## src/rtl/neuron_sequencer.sv

```systemverilog
`default_nettype none
// ============================================================================
// Module   : neuron_sequencer
// Purpose  : Sequences one neuron evaluation. It accepts N_INPUTS (x, w)
//            pairs over a valid/ready stream and accumulates the Q(FRAC_W)
//            fixed-point products. It then adds a latched bias and offers
//            the result on a valid/ready output.
// Ports    : CLK        - rising-edge clock
//            reset      - synchronous, active-low reset
//            start      - begin an evaluation (sampled only in IDLE)
//            bias       - signed bias, latched on the accepted start
//            in_valid   - x_in/w_in valid
//            in_ready   - pair accepted this cycle (LOAD state)
//            x_in, w_in - signed activation / weight
//            busy       - evaluation in progress (state != IDLE)
//            out_valid  - y_out valid
//            out_ready  - downstream accepts y_out
//            y_out      - signed neuron result
// Config   : define RELU_EN to clamp negative results to zero on y_out.
// Revision : 1.0 - initial release
// ============================================================================
module neuron_sequencer #(
    parameter int DATA_W   = 32,
    parameter int N_INPUTS = 4,
    parameter int CNT_W    = 3,
    parameter int FRAC_W   = 16
) (
    input  logic              CLK,
    input  logic              reset,
    input  logic              start,
    input  logic [DATA_W-1:0] bias,
    input  logic              in_valid,
    output logic              in_ready,
    input  logic [DATA_W-1:0] x_in,
    input  logic [DATA_W-1:0] w_in,
    output logic              busy,
    output logic              out_valid,
    input  logic              out_ready,
    output logic [DATA_W-1:0] y_out
);

    typedef enum logic [1:0] {
        ST_IDLE = 2'd0,
        ST_LOAD = 2'd1,
        ST_BIAS = 2'd2,
        ST_DONE = 2'd3
    } state_t;

    localparam int               c_pw   = DATA_W + FRAC_W;
    localparam logic [CNT_W-1:0] c_last = CNT_W'(N_INPUTS - 1);

    state_t            r_state;
    state_t            w_state_nxt;
    logic [DATA_W-1:0] r_acc;
    logic [DATA_W-1:0] r_bias_q;
    logic [DATA_W-1:0] r_y;
    logic [CNT_W-1:0]  r_cnt;
    logic              r_in_ready;
    logic              r_busy;
    logic              r_out_valid;

    logic              w_hs;
    logic              w_out_hs;
    logic              w_last;
    logic [c_pw-1:0]   w_xe;
    logic [c_pw-1:0]   w_we;
    logic [c_pw-1:0]   w_prod;
    logic [DATA_W-1:0] w_term;
    logic [DATA_W-1:0] w_y_next;
    logic              w_unused_frac;

    assign w_hs     = in_valid & r_in_ready;
    assign w_out_hs = r_out_valid & out_ready;
    assign w_last   = (r_cnt == c_last);

    // Only bits [FRAC_W +: DATA_W] of the full signed product survive the
    // arithmetic shift and truncation. The low DATA_W+FRAC_W bits of the
    // product of sign-extended operands are exact, so a narrower multiply
    // suffices.
    assign w_xe          = {{FRAC_W{x_in[DATA_W-1]}}, x_in};
    assign w_we          = {{FRAC_W{w_in[DATA_W-1]}}, w_in};
    assign w_prod        = w_xe * w_we;
    assign w_term        = w_prod[FRAC_W +: DATA_W];
    assign w_unused_frac = ^w_prod[FRAC_W-1:0];

`ifdef RELU_EN
    assign w_y_next = r_acc[DATA_W-1] ? '0 : r_acc;
`else
    assign w_y_next = r_acc;
`endif

    // ------------------------------------------------------------------
    // State register
    // ------------------------------------------------------------------
    always_ff @(posedge CLK) begin
        if (!reset) begin
            r_state <= ST_IDLE;
        end else begin
            r_state <= w_state_nxt;
        end
    end

    // ------------------------------------------------------------------
    // Next-state logic
    // ------------------------------------------------------------------
    always_comb begin
        w_state_nxt = r_state;
        case (r_state)
            ST_IDLE: if (start)           w_state_nxt = ST_LOAD;
            ST_LOAD: if (w_hs && w_last)  w_state_nxt = ST_BIAS;
            ST_BIAS:                      w_state_nxt = ST_DONE;
            ST_DONE: if (w_out_hs)        w_state_nxt = ST_IDLE;
            default:                      w_state_nxt = ST_IDLE;
        endcase
    end

    // ------------------------------------------------------------------
    // Datapath and registered handshake outputs
    // ------------------------------------------------------------------
    always_ff @(posedge CLK) begin
        if (!reset) begin
            r_acc       <= '0;
            r_cnt       <= '0;
            r_bias_q    <= '0;
            r_y         <= '0;
            r_in_ready  <= 1'b0;
            r_busy      <= 1'b0;
            r_out_valid <= 1'b0;
        end else begin
            // Flopped from the next state so they equal a decode of the
            // state register without any combinational path from inputs.
            r_in_ready <= (w_state_nxt == ST_LOAD);
            r_busy     <= (w_state_nxt != ST_IDLE);

            case (r_state)
                ST_IDLE: begin
                    if (start) begin
                        r_acc    <= '0;
                        r_cnt    <= '0;
                        r_bias_q <= bias;
                    end
                end
                ST_LOAD: begin
                    if (w_hs) begin
                        r_acc <= r_acc + w_term;
                        r_cnt <= r_cnt + CNT_W'(1);
                    end
                end
                ST_BIAS: begin
                    r_acc <= r_acc + r_bias_q;
                end
                ST_DONE: begin
                    // The first DONE cycle captures the final accumulator.
                    // Afterwards y_out is held until the transfer completes.
                    if (!r_out_valid) begin
                        r_y         <= w_y_next;
                        r_out_valid <= 1'b1;
                    end else if (out_ready) begin
                        r_out_valid <= 1'b0;
                    end
                end
                default: begin
                    r_out_valid <= 1'b0;
                end
            endcase
        end
    end

    assign in_ready  = r_in_ready;
    assign busy      = r_busy;
    assign out_valid = r_out_valid;
    assign y_out     = r_y;

endmodule
`default_nettype wire

```

## config.mk

```make
export PLATFORM = sky130hd
export DESIGN_NAME = neuron_sequencer
export DESIGN_NICKNAME = d
export VERILOG_FILES = /design/src/rtl/neuron_sequencer.sv
export SDC_FILE = /design/constraint.sdc
export NUM_CORES = 2
export LEC_CHECK = 0
export CAP_MARGIN = 20
export CORE_MARGIN = 2
export CORE_UTILIZATION = 50
export CTS_CLUSTER_DIAMETER = 200
export DETAILED_ROUTE_END_ITERATION = 8
export DONT_BUFFER_PORTS = 1
export GPL_TIMING_DRIVEN = 0
export MAX_ROUTING_LAYER = met4
export PLACE_DENSITY = 0.74
export SYNTH_ARGS = -nofsm -noshare
export SYNTH_HDL_FRONTEND = slang
export SYNTH_SLANG_ARGS = --single-unit
```

## constraint.sdc

```tcl
create_clock -name CLK -period 10.16 [get_ports CLK]
set_input_delay 0.508 -clock CLK [delete_from_list [all_inputs] [get_ports CLK]]
set_output_delay 0.508 -clock CLK [all_outputs]
set_load 0.005 [all_outputs]
```

==> metrics <==
CTS tree yes; CTS Buf Count 9; Final nets between 4k and 5k; FF/Latch Area 0.002082 mm²; max cap viols 0; RSZ-0062 raised after global routing yes; relative slew slack about 49%; most area-hungry cell type in the Yosys netlist fa_1; Fill cells a little over 6k; core area 0.06704 mm²; Critical Path RT 10.43 ns; largest net degree at the start of global routing 18; CTS max path bufs 2; port buffer count 0; period utilization 98.70%; Fin. Hold Viols 0; asr flop ratio synth 0%; CTS H-tree lvls 3; layout cells sized above 1 between 6 and 7%; DRT antenna net count 0; CTS hold repair buffers 0; status complete, no violations; synthesized area 0.03379 mm²; most used cell, CP fa_1; initial antenna violation count 6; Worst setup SP type input port; GRT Util Overall 32.24%; Post-Syn Nets 4878; Max FO, Critical Path 10; vias 25.73k; first-pass GRT wire length 164000 µm; worst slew pin tran roughly 0.76 ns; Root Driver clkbuf_16; vias in the first global route between 20k and 30k; final max-slew violation count 0; Arrival @ worst endpoint around 10 ns; Final setup viols 0; die extent in y about 260 µm; multi-input logic area 0.02822 mm²; Setup crit end kind flip-flop; via/cell ratio approximately 5.5; WL/cell 22.77 µm; Post-Route WL 106300 µm; Post-synth top flop dfxtp_1; post-synthesis sequential area ratio 6.161%; GPL Wtd Cong a little over 1; synth cell count leaders fa_1, inv_1, nand2_1; row count between 90 and 100; Post-route DRC 0; Hold/Removal Path Class input port to flip-flop; cell with the most instances after synthesis fa_1; r2r setup slk 5.00 ns; clk sink count approximately 100; DP HPWL 90980 µm; initial DRC count 2180; Synth Instances 3736; crit path kind input port to flip-flop; Worst path slowest cell fa_1; die area ~0.070 mm²; DIE WIDTH 264.0 µm; synthesis-to-finish area growth 6.857%; fin crit period between 10 and 15 ns; Clk pin slew, worst setup/hold paths roughly 0.07 ns; Seq cells post-synth 104; Clock Latency Late Sink 0.36 ns; grt total ovfl 0; I/O pin count 136; TritonRoute pass-1 iters 7; Hold WS about 0.26 ns; Clock Skew 0.01277 ns; Netlist cell types about 60; Post-synth EDFFs 0; FMAX 99.73 MHz; Syn Area/Cell 9.046 µm²; Synth area leaders fa_1, and2_1, inv_1; Slowest Stage Delay on Critical Path 0.56 ns; Synth Warn # 0; Initial Utilization 50.41%; share of the synthesized area in the top cell type 49.70%
[registers in the layout, indices dropped and copies added (netlist names)]
register	flops
busy	1
out_valid	1
in_ready	1
r_cnt	3
r_acc	32
y_out	32
r_bias_q	32
r_state	2
[cell families (layout without fill, tap and decap cells)]
group	after synthesis	after routing	synth area share (%)
xor gates and xnor gates	89	89	2.329
adders and majority gates	1041	1041	57.18
AOI/OAI and AO/OA	269	269	4.980
muxes	2	2	0.06294
buffers and inverters	1008	1055	11.21
other	0	11	0
DFF	104	104	6.161
and+or+nand+nor	1223	1223	18.08
[layer usage]
metal  vias up  share of wire, %  GRT usage [%]
li1      10980                 -              -
met1     13210                38          40.87
met2      1235                47          50.39
met3       304                10          7.681
met4         0               5.0          12.21
met5         -                 0              -
[cell usage in the layout, fill, tap and decap left out, drive strengths merged, types with 4 or more instances in the layout]
master and count:
buf 75, or3 4, o21a 12, nand3 10
o21bai 5, nor2b 22, ha 202, o21ai 50
a211oi 7, xnor2 60, diode 11, and2 507
inv 804, and4 4, a32o 4, nand2b 18
nand4 6, a21oi 115, clkbuf 171, nand2 566
nor2 55, a21o 26, nand3b 4, o31ai 12
nor3 11, fa 839, xor2 29, dfxtp 104
a22oi 19, nor3b 4
[per-stage QoR]
stage               utilization [%]  setup slack (ns)  TNS, ns  instances  cell area [µm²]
floorplan                         -            0.1594        0       3736            33790
global placement              52.04            -1.379   -5.529       4609            34890
CTS                           52.98           0.01204        0       4635            35520
finish                        53.87            0.1326        0       4667            36110
global route                  53.84           -0.1555  -0.1555       4660            36090
detailed placement            52.04            -1.558   -6.750       4609            34890
[worst max-delay path: cells and delay by family]
kind / cells / cell delay, ns
fa+ha+maj: 10 / 4.66
compound gates: 15 / 2.78
simple gates: 7 / 1.32
buf+inv: 6 / 0.68
xor+xnor: 2 / 0.33
[timing repair]
item,in CTS,in global routing
hold endpoints to repair,0,0
pin swaps,10,58
endpoints found under the setup margin,10,8
setup buffers,11,21
resized for setup,122,241
[final cells by class]
class,instances,share of cell area [%]
sequential,104,5.765
clock buffer,9,0.6237
timing repair buffer,32,0.6652
antenna,11,0.07622
multi-input combinational,2624,78.14
tap,873,3.025
clock inverter,6,0.1906
buffer,205,3.170
inverter,803,8.347
[worst paths after layout]
path | to | depth (start not counted) | startpoint
worst max register to register | r_acc[31] | 21 | r_state[0]
worst max-delay path | r_acc[31] | 40 | w_in[18]
worst min-delay path | out_valid | 1 | out_ready
worst min register to register | r_bias_q[1] | 2 | r_bias_q[1]
Power is left out: the tool's default activity adds up to more than one toggle a clock period on the data nets, which glitch-free logic cannot reach.
